===== src/rtl/othello_pkg.sv =====
`default_nettype none
// +--------------------------------------------------------------------------+
// | othello_pkg: board/score types and dispatcher FSM states.  Rev 1.0         |
// +--------------------------------------------------------------------------+
package othello_pkg;

  typedef logic [63:0]        board_t;
  typedef logic signed [7:0]  score_t;

  typedef enum logic [1:0] {
    IDLE = 2'd0,
    LOAD = 2'd1,
    RUN  = 2'd2,
    DONE = 2'd3
  } disp_state_e;

endpackage
`default_nettype wire


===== src/rtl/task_fifo.sv =====
`default_nettype none
// +--------------------------------------------------------------------------+
// | task_fifo: count-based synchronous FIFO for pending solver tasks. Rev 1.0  |
// +--------------------------------------------------------------------------+
module task_fifo #(
  parameter int DEPTH = 4,
  parameter int WIDTH = 136
) (
  input  logic             clk,
  input  logic             rst_n,
  input  logic             push,
  input  logic [WIDTH-1:0] wdata,
  input  logic             pop,
  output logic [WIDTH-1:0] rdata,
  output logic             full,
  output logic             empty
);

  localparam int AW = $clog2(DEPTH);
  localparam int CW = $clog2(DEPTH + 1);

  logic [WIDTH-1:0] mem [DEPTH];
  logic [AW-1:0]    wr_ptr;
  logic [AW-1:0]    rd_ptr;
  logic [CW-1:0]    count;
  logic             do_push;
  logic             do_pop;

  assign full    = (count == CW'(DEPTH));
  assign empty   = (count == '0);
  assign do_push = push && !full;
  assign do_pop  = pop && !empty;
  assign rdata   = mem[rd_ptr];

  // Storage carries no reset; only the pointers and count define content.
  always_ff @(posedge clk) begin
    if (do_push) mem[wr_ptr] <= wdata;
  end

  always_ff @(posedge clk or negedge rst_n) begin
    if (!rst_n) begin
      wr_ptr <= '0;
      rd_ptr <= '0;
      count  <= '0;
    end else begin
      if (do_push) wr_ptr <= wr_ptr + 1'b1;
      if (do_pop)  rd_ptr <= rd_ptr + 1'b1;
      case ({do_push, do_pop})
        2'b10:   count <= count + 1'b1;
        2'b01:   count <= count - 1'b1;
        default: count <= count;
      endcase
    end
  end

endmodule
`default_nettype wire


===== src/rtl/solver_dispatcher.sv =====
`default_nettype none
// +--------------------------------------------------------------------------+
// | solver_dispatcher: queues boards, drives the solver, returns results. 1.0  |
// +--------------------------------------------------------------------------+
module solver_dispatcher #(
  parameter int DEPTH   = 4,
  parameter int ID_W    = 8,
  parameter int CYC_W   = 32,
  parameter int TIMEOUT = 10_000_000,
  parameter int GAP     = 2
) (
  input  logic                iCLOCK,
  input  logic                iRESET_N,
  input  logic                iTaskValid,
  output logic                oTaskReady,
  input  logic [63:0]         iTaskPlayer,
  input  logic [63:0]         iTaskOpponent,
  input  logic [ID_W-1:0]     iTaskId,
  output logic                oEnable,
  output logic [63:0]         oPlayer,
  output logic [63:0]         oOpponent,
  input  logic                iSolved,
  input  logic signed [7:0]   iRes,
  output logic                oResValid,
  input  logic                iResReady,
  output logic [ID_W-1:0]     oResId,
  output logic signed [7:0]   oResScore,
  output logic                oResTimeout,
  output logic                oResInvalid,
  output logic [CYC_W-1:0]    oResCycles,
  output logic                oBusy
);

  import othello_pkg::*;

  localparam int               FIFO_W    = 128 + ID_W;
  localparam int               GAP_W     = (GAP > 1) ? $clog2(GAP) : 1;
  localparam logic [CYC_W-1:0] CYC_LIMIT = CYC_W'(TIMEOUT);
  localparam logic [GAP_W-1:0] GAP_LAST  = GAP_W'(GAP - 1);

  disp_state_e       state;
  logic [FIFO_W-1:0] head;
  logic              fifo_pop;
  logic              fifo_full;
  logic              fifo_empty;
  board_t            head_player;
  board_t            head_opponent;
  logic [ID_W-1:0]   head_id;
  logic [GAP_W-1:0]  gap_cnt;
  logic [CYC_W-1:0]  run_cnt;

  task_fifo #(
    .DEPTH (DEPTH),
    .WIDTH (FIFO_W)
  ) u_fifo (
    .clk   (iCLOCK),
    .rst_n (iRESET_N),
    .push  (iTaskValid),
    .wdata ({iTaskPlayer, iTaskOpponent, iTaskId}),
    .pop   (fifo_pop),
    .rdata (head),
    .full  (fifo_full),
    .empty (fifo_empty)
  );

  assign {head_player, head_opponent, head_id} = head;
  assign fifo_pop   = (state == IDLE) && !fifo_empty;
  assign oTaskReady = !fifo_full;
  assign oBusy      = (state != IDLE) || !fifo_empty;

  always_ff @(posedge iCLOCK or negedge iRESET_N) begin
    if (!iRESET_N) begin
      state       <= IDLE;
      gap_cnt     <= '0;
      run_cnt     <= '0;
      oEnable     <= 1'b0;
      oPlayer     <= '0;
      oOpponent   <= '0;
      oResValid   <= 1'b0;
      oResId      <= '0;
      oResScore   <= '0;
      oResTimeout <= 1'b0;
      oResInvalid <= 1'b0;
      oResCycles  <= '0;
    end else begin
      case (state)
        IDLE: begin
          if (!fifo_empty) begin
            oResId      <= head_id;
            oResTimeout <= 1'b0;
            // Overlapping stones can never be a legal position: report without solving.
            if ((head_player & head_opponent) != '0) begin
              oResInvalid <= 1'b1;
              oResScore   <= '0;
              oResCycles  <= '0;
              oResValid   <= 1'b1;
              state       <= DONE;
            end else begin
              oResInvalid <= 1'b0;
              oPlayer     <= head_player;
              oOpponent   <= head_opponent;
              gap_cnt     <= '0;
              state       <= LOAD;
            end
          end
        end
        LOAD: begin
          if (gap_cnt == GAP_LAST) begin
            oEnable <= 1'b1;
            run_cnt <= CYC_W'(1);
            state   <= RUN;
          end else begin
            gap_cnt <= gap_cnt + 1'b1;
          end
        end
        RUN: begin
          // A solve landing on the timeout cycle still counts as solved.
          if (iSolved) begin
            oResScore  <= iRes;
            oResCycles <= run_cnt;
            oEnable    <= 1'b0;
            oResValid  <= 1'b1;
            state      <= DONE;
          end else if (run_cnt == CYC_LIMIT) begin
            oResScore   <= '0;
            oResCycles  <= run_cnt;
            oResTimeout <= 1'b1;
            oEnable     <= 1'b0;
            oResValid   <= 1'b1;
            state       <= DONE;
          end else if (run_cnt != '1) begin
            run_cnt <= run_cnt + 1'b1;
          end
        end
        DONE: begin
          if (iResReady) begin
            oResValid <= 1'b0;
            state     <= IDLE;
          end
        end
        default: state <= IDLE;
      endcase
    end
  end

endmodule
`default_nettype wire


===== config.mk =====
export PLATFORM = sky130hd
export DESIGN_NAME = solver_dispatcher
export DESIGN_NICKNAME = d
export VERILOG_FILES = /design/src/rtl/othello_pkg.sv /design/src/rtl/task_fifo.sv /design/src/rtl/solver_dispatcher.sv
export SDC_FILE = /design/constraint.sdc
export NUM_CORES = 1
export LEC_CHECK = 0
export BUFFER_PORTS_ARGS = -buffer_cell sky130_fd_sc_hd__buf_2
export CORE_MARGIN = 2
export CORE_UTILIZATION = 55
export DETAILED_ROUTE_END_ITERATION = 12
export PLACE_DENSITY = 0.78
export SLEW_MARGIN = 20
export SYNTH_ARGS = -nofsm -noshare
export SYNTH_HDL_FRONTEND = slang
export SYNTH_SLANG_ARGS = --single-unit

===== constraint.sdc =====
create_clock -name iCLOCK -period 11.2 [get_ports iCLOCK]
set_input_delay 0.56 -clock iCLOCK [delete_from_list [all_inputs] [get_ports iCLOCK]]
set_output_delay 0.56 -clock iCLOCK [all_outputs]
set_load 0.01 [all_outputs]

After elaboration in Yosys (flattened, before gate mapping)
Memories as Yosys holds them, arrays and structs flattened.
Index checks and enable logic that the tools add are counted.
Word-level totals
  flip-flop bits (word level): 222
  output and inout port bits: 182
  input bits: 149
  logic and storage cells: 110
  memories: 1
  RAM bits: 544
Memories
  u_fifo.mem: depth 4, bits a word 136, rd ports 1, clocked after memory_dff 0, wr ports 1, line task_fifo.sv:22  | logic [WIDTH-1:0] mem [DEPTH];
Operators by class
  muxes and demuxes: 43
  equal/unequal tests: 18
  reductions and logical operators: 24
  add/subtract/negate cells: 6
  bitwise gates (word level): 3
Operators with widths (number)
  32-bit two-way mux: 8
  32-bit one-hot mux with 2 select lines: 2
  64-bit AND: 1
  64-bit nonzero test: 1
  32-bit by 1-bit adder with 32-bit output, second input constant: 1
  32-bit by 24-bit equality test with 1-bit output, second input constant: 1
  8-bit two-way mux: 4
  32-bit inequality test, second input constant: 1
  1-bit two-way mux: 16
  2-bit inequality test, second input constant: 8
  8-bit one-hot mux with 2 select lines: 1
  2-bit two-way mux: 6
  4-bit AND reduction: 3
  5-bit AND reduction: 2
  2-bit nonzero test: 5
  3-bit AND reduction: 3
  2-bit one-hot mux with 4 select lines: 1
  2-bit equality test, second input constant: 3
  1-bit one-hot mux with 2 select lines: 3
  3-bit one-hot mux with 2 select lines: 1
  2-bit by 1-bit adder with 2-bit output, second input constant: 2
  2-bit by 1-bit equality test with 1-bit output, second input constant: 2
  3-bit by 1-bit adder with 3-bit output, second input constant: 1
  3-bit equality test, second input constant: 1
  other kinds (13): 17

Depth between registers and ports, before layout
Gate-level depths: netlist (run 1).
  depth in word-level cells: 6
  gate-level depth with buffers: 12
  mapped depth without buffers: 10

Cells and area by module
From an unflattened synthesis (run 1), not the netlist that was laid out.
Second synthesis, totals
  cell total of the unflattened synthesis: 1585
  area total of the unflattened synthesis: 30181.4 um2
By module, submodules not included
  task_fifo: cells an instance 748, area each 20158.1 um2, seq. area each 16510.8 um2, times used 1
  solver_dispatcher: cells an instance 837, area each 10023.4 um2, seq. area each 5380.2 um2, times used 1

Worst setup path before layout (run 1)
OpenSTA, ideal clock, no wires.
  path type: register to register
  start: register u_fifo.count[0]
  end: memory u_fifo.mem[0][0], enable pin
  arrival: 3.842 ns
  library setup time: 0.513 ns
  path buffers: 0
  data required time: 10.687 ns
  clock period less this slack: 4.354 ns
  stages on the path, launching flop included: 4
  slack: 6.846 ns
  cell sequence: dfrtp_1 -> inv_1 -> nand3_1 -> and3_1
On the way
  longest elaborated chain between the ends: 5
RTL lines
  start: declaration: line task_fifo.sv:25  | logic [CW-1:0] count;
  start signal: assignment: line task_fifo.sv:49  | 2'b10: count <= count + 1'b1;
  start signal: assignment: line task_fifo.sv:50  | 2'b01: count <= count - 1'b1;
  start signal: assignment: line task_fifo.sv:51  | default: count <= count;
  3-bit equality test: line task_fifo.sv:29  | assign full = (count == CW'(DEPTH));
  1-bit logical NOT
  net oTaskReady: line solver_dispatcher.sv:15  | output logic oTaskReady,
  1-bit logical AND: line task_fifo.sv:31  | assign do_push = push && !full;
  1-bit two-way mux: line task_fifo.sv:37  | if (do_push) mem[wr_ptr] <= wdata;
  1-bit two-way mux (implied by the code): line task_fifo.sv:37
  end: declaration: line task_fifo.sv:22
The timed path passes the listed nets, and every way through them passes these cells.

Final worst setup path (run 1)
  start: register u_fifo.rd_ptr[0]
  end: register oPlayer[44]
On the way
  longest elaborated chain between the ends: 5
RTL lines
  start: declaration: line task_fifo.sv:24  | logic [AW-1:0] rd_ptr;
  start signal: assignment: line task_fifo.sv:47  | if (do_pop) rd_ptr <= rd_ptr + 1'b1;
  memory read 4 x 136 bit (*)
  64-bit AND: line solver_dispatcher.sv:92  | if ((head_player & head_opponent) != '0) begin
  64-bit nonzero test: line solver_dispatcher.sv:92
  1-bit inverter (no source line)
  3-bit AND reduction (no source line)
  end signal: assignment: line solver_dispatcher.sv:100  | oPlayer <= head_player;
  end: declaration: line solver_dispatcher.sv:20  | output logic [63:0] oPlayer,
Every way passes the cells marked *; elsewhere a longest branch is shown, timed or not.
A chain may end at the register's enable or synchronous reset.

==> results of run 1 <==
-- critical path, cell delays in order, from the launching register on --
cell     delay [ns]
dfrtp_4        0.95
buf_12         0.60
mux4_2         0.64
a22oi_1        0.37
nand4_1        0.25
nor4_2         0.57
nand3_4        0.80
buf_4          0.75
mux2_1         0.48
-- cells in the mapped netlist, drive strengths merged, types with 7 or more instances --
cell type	n
nor4	7
nand2	53
nand4	17
a22o	34
dfrtp	222
xnor2	23
ha	11
a22oi	32
o21ai	7
mux2	137
clkbuf	28
and3	17
buf	40
inv	17
a21oi	16
mux4	136
nor2	31
edfxtp	544
a211oi	11
nand3	15
-- flip-flops by register name, indices dropped and copies added, names as in the netlist --
| name | flops |
|---|---|
| gap_cnt | 1 |
| oEnable | 1 |
| oOpponent | 64 |
| oPlayer | 64 |
| oResCycles | 32 |
| oResId | 8 |
| oResInvalid | 1 |
| oResScore | 8 |
| oResTimeout | 1 |
| oResValid | 1 |
| run_cnt | 32 |
| state | 2 |
| u_fifo.count | 3 |
| u_fifo.mem | 544 |
| u_fifo.rd_ptr | 2 |
| u_fifo.wr_ptr | 2 |
-- final cells by class --
| type | count | area, sq um | area share, % |
|---|---|---|---|
| clock buffers | 115 | 2230 | 6.55 |
| repair buffers | 350 | 1820 | 5.36 |
| flip-flops and latches | 766 | 21900 | 64.3 |
| multi-input cells | 602 | 6820 | 20.0 |
| well taps | 688 | 861 | 2.53 |
| inverters | 17 | 63.8 | 0.187 |
| clock inverters | 27 | 327 | 0.959 |
| diodes | 14 | 35.0 | 0.103 |
-- logic make-up after synthesis --
family / synth area share, %
fa+ha+maj: 0.542
xor+xnor: 0.752
compound gates: 3.31
mux: 15.8
simple gates: 2.89
buf+inv: 1.47
flops: 75.2
-- placed cells by master (no fill, tap or decap), drive strengths merged, types with 14 or more instances in the layout --
| master | Yosys | routed |
|---|---|---|
| clkinv | 0 | 16 |
| xnor2 | 23 | 23 |
| clkbuf | 28 | 115 |
| nand4 | 17 | 17 |
| nand2 | 53 | 53 |
| buf | 40 | 350 |
| a21oi | 16 | 16 |
| dfrtp | 222 | 222 |
| edfxtp | 544 | 544 |
| mux2 | 137 | 137 |
| nand3 | 15 | 15 |
| diode | 0 | 14 |
| a22oi | 32 | 32 |
| nor2 | 31 | 31 |
| inv | 17 | 20 |
| mux4 | 136 | 136 |
| a22o | 34 | 34 |
| and3 | 17 | 17 |
-- per-stage QoR --
step	hold slack, ns	std cells
3_5_place_dp	0.461	2423
4_1_cts	0.0168	2565
5_1_grt	0.0438	2572
6_report	-0.0463	2579
2_1_floorplan	0.264	1453
3_3_place_gp	0.459	2423
-- final timing paths --
check                                                    end  slack (ns)                    startpoint  depth (start not counted)
worst min register to register         oResId[4]$_DFFE_PN0P_        0.47         oResId[4]$_DFFE_PN0P_                          2
min in group iCLOCK              u_fifo.mem[2][35]$_DFFE_PP_        0.15             iTaskOpponent[27]                          1
worst max register to register       oPlayer[44]$_DFFE_PN0P_        5.36  u_fifo.rd_ptr[0]$_DFFE_PN0P_                          8
worst min-delay path                oResScore[5]$_DFFE_PN0P_       -0.05                      iRESET_N                          1
max in group asynchronous       u_fifo.rd_ptr[0]$_DFFE_PN0P_        8.98                      iRESET_N                          3
worst max-delay path                 oPlayer[44]$_DFFE_PN0P_        5.36  u_fifo.rd_ptr[0]$_DFFE_PN0P_                          8
-- power breakdown --
group          switching [mW]  internal, mW  leakage (nW)
Clock                    1.05          1.52          1.25
Combinational            1.09         0.764          4.26
Sequential              0.198          3.54          8.02
Total                    2.35          5.83          13.5
-- metal layers --
metal | part of all wire [%] | vias to the layer above
met5 | 0.35 | -
met4 | 3.2 | 36
met3 | 10 | 158
met2 | 48 | 615
met1 | 38 | 7966
li1 | - | 6597
==> key figures, run 1 <==
Status
  – Status: finished, violations left
  – Violated checks: negative hold slack

Placement
  – Dpl hpwl: 42,000 um
  – Post-place setup slack: 5.25 ns
  – Buffers on Ports: 330
  – RD Place Congestion: 0.894
  – Area after DPL: 31,500 sq um

Yosys
  – Top FF cell, synth: edfxtp_1
  – Synth async-reset ratio: 29.0%
  – Syn Area/Cell: 20.0 sq um
  – Synth Register Bits: 766
  – Netlist cell types: 52
  – Post-synth EDFFs: 544
  – Cells after Synth: 1,453
  – Net Count, Synth: 1,614
  – Syn Std Cell Area: 29,100 sq um
  – Synth area leader: edfxtp_1
  – Synthesis Warnings: 0
  – Synth top area cells: edfxtp_1, dfrtp_1, mux4_2
  – Seq/Total Area, Yosys: 75.2%
  – Post-synth top area share: 56.1%

Clock network
  – # hold bufs at CTS: 0
  – Reg clk slew, reported paths: 0.06 ns
  – CTS buffer count: 77
  – CTS root buf: clkbuf_16
  – Setup repair bufs after CTS: 0
  – H-tree depth: 3
  – Worst-Skew Late Latency: 0.63 ns
  – TritonCTS clock tree: built
  – Clk sinks: 766
  – CTS max path bufs: 3
  – # resized after CTS: 0

Timing
  – Post-route clock period utilization: 52.2%
  – Final Hold Viols: 14
  – Finish-stage setup viols: 0
  – RSZ-0062 raised after global routing: no
  – F_max: 0.171 GHz
  – Minimum setup slack in the final design: 5.36 ns
  – Slew Limit Fails: 0
  – Minimum clock period: 5.84 ns
  – Setup TNS: 0 ns
  – Min Hold Slack: -0.0463 ns
  – Layout Skew: 0.0341 ns
  – Pin slew with the least headroom to its limit: 1.13 ns
  – Slew headroom: 24.8%

Route
  – DR WL/cell: 25.7 um
  – # DRC: 0
  – TritonRoute pass-1 iters: 6
  – Initial detailed-routing violation count: 1,423
  – Via density: 5.96
  – Antenna-violating nets left: 0
  – Via Count: 15,372
  – Routed WL: 66,400 um

Layout
  – Fillers: 3,494
  – Syn-to-layout area delta: 17.0%
  – Fin area: 34,100 sq um
  – Final design utilization: 65.0%
  – Nets@finish: 1,975
  – Layout cells sized above 1: 35.1%

Critical path
  – CP Data Required Time: 11.68 ns
  – Crit path kind: flip-flop to flip-flop
  – Crit path capture type: flip-flop
  – Crit Path Max Fanout: 99
  – Crit path launch type: flip-flop
  – Arr. time, crit path: 6.33 ns

Floorplan
  – CORE AREA: 52,400 sq um
  – Die Ht: 234 um
  – Site Rows: 84
  – Die width: 234 um
  – Starting Density: 55.5%
  – Total die area: 54,800 sq um
  – I/O pin total: 331

Power
  – Power density cells: 240 nW/um^2
  – Peak VDD IR: 0.000155 V
  – Pwr Total: 8.18 mW
  – Leakage power: 13.5 nW

Global routing
  – Largest net degree at the start of global routing: 100
  – GRT busiest layer: met2
  – Grt met3 use: 8.00%
  – First-pass GRT wire length: 97,800 um
  – All-Layer GR Usage: 24.5%
  – Number of global-route vias before repair: 15,915
  – Met2 usage: 38.6%
  – Met1 usage: 32.2%
  – Initial antenna violation count: 31
  – GR Overflow Total: 0

Hold path
  – Hold Crit Class: input port to async pin

Flow run
  – Max Cap Violations: 0
Note: power is estimated with default switching activity, not from simulation.
==> run 2, diff against run 1 <==
- ABC_AREA: default -> 1
- PLACE_DENSITY: 0.78 -> 0.77
- clock period: 11.2 -> 5.45 ns (I/O delays scaled with it)
==> key figures, run 2 <==
Status
  – Status: completed

Critical path
  – Instance count on the critical path: 16
  – Reg2reg start: u_fifo.rd_ptr[0]$_DFFE_PN0P_
  – Largest stage delay on the critical path: 0.56 ns
  – Crit path launch type: flip-flop
  – Worst path most repeated cell: nand2_1
  – R2r worst-path depth: 16
  – CP cell instances: inv_8, buf_4, nand2_1, nand3_1, nand2_1, nor2_1, nor2_1, nand2_1, nor2_1, nand2_1, nor2_1, nand3_1, buf_4, nand2_2, nand2_1, nand2_1
  – CP endpoint: oResCycles[29]$_DFFE_PN0P_
  – Crit Path Max Fanout: 134
  – Arr. time, crit path: 4.59 ns
  – Cell family with most CP delay: simple AND/OR/NAND/NOR gates
  – Start point of the critical path: u_fifo.rd_ptr[0]$_DFFE_PN0P_
  – Slowest cell on the critical path: inv_8
  – CP Data Required Time: 5.94 ns
  – Worst reg-to-reg setup slack: 1.36 ns
  – Crit path buf inv count: 3
  – Crit path capture type: flip-flop
  – R2r endpoint: oResCycles[29]$_DFFE_PN0P_
  – Crit path kind: flip-flop to flip-flop

Route
  – Highest metal used: met5
  – Met3 Wirelength: 5750 um
  – Via Count: 22,555
  – Antenna-violating nets left: 0
  – Met1 WL: 31,700 um
  – Via density: 5.51
  – Initial detailed-routing violation count: 2,255
  – # DRC: 0
  – Routed WL: 79,100 um
  – WL met2: 38,700 um
  – DR WL/cell: 19.3 um
  – TritonRoute pass-1 iters: 5

Clock network
  – # resized after CTS: 0
  – TritonCTS clock tree: built
  – H-tree depth: 3
  – Worst-Skew Late Latency: 0.63 ns
  – Reg clk slew, reported paths: 0.06 ns
  – CTS buffer count: 78
  – CTS max path bufs: 3
  – Clk sinks: 766
  – CTS root buf: clkbuf_16

Floorplan
  – Die Ht: 241 um
  – I/O pin total: 331
  – Site Rows: 86
  – CORE AREA: 55,200 sq um
  – Starting Density: 55.8%
  – Die width: 241 um
  – Total die area: 57,900 sq um

Power
  – Leakage power: 15.8 nW
  – Power density cells: 493 nW/um^2
  – Peak VDD IR: 0.000390 V

Yosys
  – Synth Register Bits: 766
  – Netlist cell types: 30
  – Syn Std Cell Area: 30,800 sq um
  – Cells after Synth: 2,841
  – Synth top area cells: edfxtp_1, dfrtp_1, nand2_1
  – Main combinational cell family by area after synthesis: simple AND/OR/NAND/NOR gates
  – Seq/Total Area, Yosys: 71.1%
  – Net Count, Synth: 3,002
  – Post-synth top cells: nand2_1, edfxtp_1, nand3_1, dfrtp_1, nor2_1
  – Synthesis Warnings: 0
  – Syn Area/Cell: 10.8 sq um
  – Synth area leader: edfxtp_1
  – Post-synthesis simple-gate area fraction: 21.4%
  – Top FF cell, synth: edfxtp_1
  – Post-synth EDFFs: 544
  – Synth async-reset ratio: 29.0%
  – Mux contribution to synthesized area: 0%
  – Count leader, synth: nand2_1
  – Synth Area in Adders: 0.512%
  – Xor/xnor share of the synthesized area: 0.228%
  – Post-synthesis compound-gate area fraction: 3.44%
  – Post-synth top area share: 53.1%

Global routing
  – All-Layer GR Usage: 27.3%
  – Number of global-route vias before repair: 22,177
  – Largest net degree at the start of global routing: 140
  – First-pass GRT wire length: 121,000 um
  – GR Overflow Total: 0
  – Initial antenna violation count: 17

Timing
  – Minimum clock period: 4.09 ns
  – Min Hold Slack: 0.130 ns
  – Slew headroom: 37.1%
  – Slew Limit Fails: 0
  – Layout Skew: 0.0268 ns
  – Post-route clock period utilization: 75.1%
  – Final Hold Viols: 0
  – RSZ-0062 raised after global routing: no
  – Finish-stage setup viols: 0
  – F_max: 0.244 GHz
  – Pin slew with the least headroom to its limit: 0.944 ns

Layout
  – Fillers: 3,912
  – Commonest non-fill, non-tap cell in the layout: nand2_1
  – Layout cells sized above 1: 15.0%
  – Syn-to-layout area delta: 20.9%
  – Nets@finish: 3,436
  – Largest register FFs: 544
  – Biggest regs: u_fifo.mem (544), oOpponent (64), oPlayer (64)
  – Sequential cell area: 21,900 sq um
  – Fin area: 37,200 sq um
  – Multi-input gate area: 7910 sq um
  – Final design utilization: 67.4%
  – Most frequent cells in the layout: nand2_1, edfxtp_1, nand3_1
  – Register bank with the most flops: u_fifo.mem

Placement
  – RD Place Congestion: 0.855
  – Buffers on Ports: 330
  – Dpl hpwl: 47,700 um
  – Area after DPL: 33,100 sq um

Flow run
  – Max Cap Violations: 0

Hold path
  – Hold Crit Class: input port to flip-flop
run 2: cell types whose count changed after synthesis, sizes merged, moves of 51 or more:
cell,before,now
nand3,15,339
o21ai,7,188
inv,17,87
mux2,137,0
buf,40,91
mux4,136,0
nor2,31,196
nand2,53,1020
run 2: where the power goes:
part	internal [mW]	switching [mW]	total, mW
sequential	7.28	0.259	7.54
combinational	1.45	3.97	5.42
clock	3.19	2.21	5.40
total	11.9	6.44	18.4
run 2: how the worst min path moves through the flow:
stage / startpoint / end / slack, ns / cells past startpoint
6_report: iSolved / oEnable$_DFFE_PN0P_ / 0.13 / 3
5_1_grt: iSolved / oEnable$_DFFE_PN0P_ / 0.16 / 3
4_1_cts: iSolved / oEnable$_DFFE_PN0P_ / 0.1 / 3
3_5_place_dp: iRESET_N / oPlayer[0]$_DFFE_PN0P_ / 0.40 / 1
3_3_place_gp: iRESET_N / oPlayer[0]$_DFFE_PN0P_ / 0.39 / 1
2_1_floorplan: iRESET_N / gap_cnt$_DFFE_PN0P_ / -0.02 / 0
run 2: tightest hold or removal path, cell delays in order:
cell      delay [ns]
buf_2           0.10
nand3b_1        0.20
a32oi_1         0.12
run 2: stage by stage:
step / setup TNS (ns) / total power, mW / cells / setup WS (ns)
2_1_floorplan: -888.39 / 11.4 / 2841 / -1.63
3_3_place_gp: 0 / 12.7 / 3796 / 1.52
3_5_place_dp: 0 / 12.9 / 3797 / 1.41
4_1_cts: 0 / 18.4 / 4084 / 1.39
5_1_grt: 0 / 19.3 / 4093 / 1.04
6_report: 0 / 18.4 / 4095 / 1.36
run 2: cell type report:
type | instances | area share [%]
diodes | 10 | 0.0672
well taps | 748 | 2.51
multi-input cells | 1835 | 21.3
repair buffers | 507 | 9.47
flip-flops and latches | 766 | 58.8
clock inverters | 29 | 1.05
inverters | 87 | 0.911
clock buffers | 113 | 5.90
run 2: layer usage:
layer | vias up | GRT usage (%)
met3 | 181 | 4.25
met5 | - | 0
met2 | 947 | 46.3
li1 | 10481 | -
met1 | 10934 | 35.4
met4 | 12 | 11.3
run 2: kinds of logic (layout without fill, tap and decap cells):
group                      count (synthesis)  in the layout
and+or+nand+nor                         1607           1607
DFF                                      766            766
adders and majority gates                 12             12
AOI/OAI and AO/OA                        208            208
other                                      0             10
xor gates and xnor gates                   8              8
buffers and inverters                    240            736
run 2: what timing repair did:
action                                 in CTS  in global routing
buffers inserted                            0                  0
hold buffers                              145                  0
endpoints found under the hold margin     648                  0
==> run 3, diff against run 2 <==
- CORE_UTILIZATION: 55 -> 53
- PLACE_DENSITY: 0.77 -> 0.78
- clock period: 5.45 -> 3.74 ns (I/O delays scaled with it)
==> key figures, run 3 (same netlist as run 2, synthesis figures left out) <==
Status
  – Status: completed

Critical path
  – Crit path capture type: flip-flop
  – Crit path launch type: flip-flop
  – Largest stage delay on the critical path: 0.52 ns
  – Crit path kind: flip-flop to flip-flop
  – Arr. time, crit path: 3.91 ns
  – Cell family with most CP delay: simple AND/OR/NAND/NOR gates
  – Crit Path Max Fanout: 152
  – CP Data Required Time: 4.20 ns
  – Worst reg-to-reg setup slack: 0.29 ns
  – Crit path buf inv count: 3
  – R2r worst-path depth: 14
  – R2r endpoint: oOpponent[34]$_DFFE_PN0P_
  – Slowest cell on the critical path: dfrtp_4
  – CP cell instances: inv_6, buf_12, nand3_1, nand2_1, nor2_1, nor2_1, nand2_1, nor2_1, nand2_1, nor2_1, nand3_4, buf_12, nand2_1, o21ai_1
  – Reg2reg start: u_fifo.rd_ptr[1]$_DFFE_PN0P_

Power
  – Clock share of power: 28.7%
  – Sequential share of power: 40.6%
  – Switching pwr: 9.41 mW
  – Power density cells: 716 nW/um^2
  – Sw Ratio: 34.9%
  – Pint: 17.6 mW
  – Comb pwr share: 30.6%
  – Peak VDD IR: 0.000556 V
  – Leakage power: 16.0 nW

Global routing
  – Initial antenna violation count: 13
  – Largest net degree at the start of global routing: 153
  – GR Overflow Total: 0
  – All-Layer GR Usage: 25.9%
  – Number of global-route vias before repair: 21,508
  – First-pass GRT wire length: 119,000 um

Clock network
  – Setup repair bufs after CTS: 0
  – TritonCTS clock tree: built
  – CTS root buf: clkbuf_16
  – CTS max path bufs: 3
  – Reg clk slew, reported paths: 0.06 ns
  – CTS buffer count: 76
  – Clk sinks: 766
  – Worst-Skew Late Latency: 0.63 ns
  – H-tree depth: 3

Route
  – Antenna-violating nets left: 0
  – Via density: 5.40
  – Highest metal used: met5
  – # DRC: 0
  – Initial detailed-routing violation count: 2,219
  – Met3 Wirelength: 6380 um
  – DR WL/cell: 18.8 um
  – WL met2: 38,300 um
  – Via Count: 22,313
  – Routed WL: 77,700 um
  – Met1 WL: 31,100 um
  – TritonRoute pass-1 iters: 5

Layout
  – Register bank with the most flops: u_fifo.mem
  – Final design utilization: 65.4%
  – Syn-to-layout area delta: 22.3%
  – Nets@finish: 3,459
  – Biggest regs: u_fifo.mem (544), oOpponent (64), oPlayer (64)
  – Most frequent cells in the layout: nand2_1, edfxtp_1, nand3_1
  – Largest register FFs: 544
  – Commonest non-fill, non-tap cell in the layout: nand2_1
  – Non-filler cells, final: 4,135
  – Layout cells sized above 1: 15.8%

Placement
  – Buffers on Ports: 330
  – Dpl hpwl: 47,700 um
  – RD Place Congestion: 0.892
  – Number of instances in the placed design: 3,839

Floorplan
  – Die width: 245 um
  – Site Rows: 88
  – Total die area: 60,000 sq um
  – CORE AREA: 57,600 sq um
  – Die Ht: 245 um
  – I/O pin total: 331
  – Starting Density: 53.4%

Timing
  – Slew headroom: 43.3%
  – Pin slew with the least headroom to its limit: 0.850 ns
  – RSZ-0062 raised after global routing: no
  – Post-route clock period utilization: 92.2%
  – Finish-stage setup viols: 0
  – Slew Limit Fails: 0
  – Minimum clock period: 3.45 ns
  – Min Hold Slack: 0.0906 ns
  – Layout Skew: 0.0254 ns
  – F_max: 0.290 GHz
  – Final Hold Viols: 0

Hold path
  – Hold endpoint: state[1]$_DFFE_PN0P_
  – Hold path startpoint: iResReady
  – Hold Crit Class: input port to flip-flop
  – Hold Crit Depth: 6

Flow run
  – Max Cap Violations: 0
-- run 3: changes by cell type in the layout (fill, tap and decap cells not counted), sizes merged --
cell	change
buf	+24
bufinv	-3
clkbuf	-2
inv	+2
clkinv	+1
clkinvlp	+1
diode	-1
dlygate4sd3	+1
-- run 3: final cells by class --
cell class | instances | area [sq um]
Sequential cell | 766 | 21900
Fill cell | 4154 | 19900
Multi-Input combinational cell | 1835 | 7910
Timing Repair Buffer | 532 | 3960
Clock buffer | 111 | 2250
Tap cell | 765 | 957
Inverter | 87 | 339
Clock inverter | 30 | 318
Antenna cell | 9 | 22.5
-- run 3: worst register-to-register path: cells and delay by family (launching register included) --
| kind | cells | cell delay, ns |
|---|---|---|
| DFF | 1 | 0.52 |
| AOI/OAI and AO/OA | 1 | 0.10 |
| and+or+nand+nor | 10 | 1.73 |
| buffers and inverters | 3 | 0.95 |
-- run 3: timing repair --
item | in CTS | in global routing
hold endpoints to repair | 650 | 0
hold buffers | 146 | 0
gates resized for setup | 0 | 0
-- run 3: power groups by stage --
stage / clock (mW) / sequential (mW) / combinational, mW
2_1_floorplan: 0 / 11.2 / 5.27
3_3_place_gp: 0 / 11.1 / 7.90
3_5_place_dp: 0 / 11.1 / 8.05
4_1_cts: 7.83 / 10.9 / 8.26
5_1_grt: 8.18 / 11.1 / 9.20
6_report: 7.75 / 11.0 / 8.26
-- run 3: worst max-delay path by stage --
stage | slack [ns] | cells past startpoint | from | endpoint
detailed placement | 0.41 | 14 | u_fifo.rd_ptr[1]$_DFFE_PN0P_ | oOpponent[11]$_DFFE_PN0P_
CTS | 0.37 | 15 | u_fifo.rd_ptr[0]$_DFFE_PN0P_ | oOpponent[34]$_DFFE_PN0P_
global placement | 0.47 | 14 | u_fifo.rd_ptr[1]$_DFFE_PN0P_ | oOpponent[4]$_DFFE_PN0P_
floorplan | -1.08 | 4 | u_fifo.count[0]$_DFFE_PN0P_ | u_fifo.mem[0][0]$_DFFE_PP_
global route | 0.05 | 15 | u_fifo.rd_ptr[0]$_DFFE_PN0P_ | oOpponent[34]$_DFFE_PN0P_
finish | 0.29 | 14 | u_fifo.rd_ptr[1]$_DFFE_PN0P_ | oOpponent[34]$_DFFE_PN0P_
-- run 3: through the flow --
| stage | power, mW | setup TNS, ns | cell area (sq um) | worst slack (ns) |
|---|---|---|---|---|
| floorplan | 16.5 | -590.22 | 30800 | -1.08 |
| finish | 27.0 | 0 | 37600 | 0.293 |
| global route | 28.4 | 0 | 37600 | 0.0489 |
| global placement | 19.0 | 0 | 33600 | 0.466 |
| CTS | 27.0 | 0 | 37600 | 0.371 |
| detailed placement | 19.2 | 0 | 33600 | 0.409 |
-- run 3: routing by layer --
metal | vias to the layer above | global-route usage [%]
met4 | 12 | 8.23
met3 | 135 | 4.69
li1 | 10515 | -
met5 | - | 0
met1 | 10705 | 34.9
met2 | 946 | 42.9
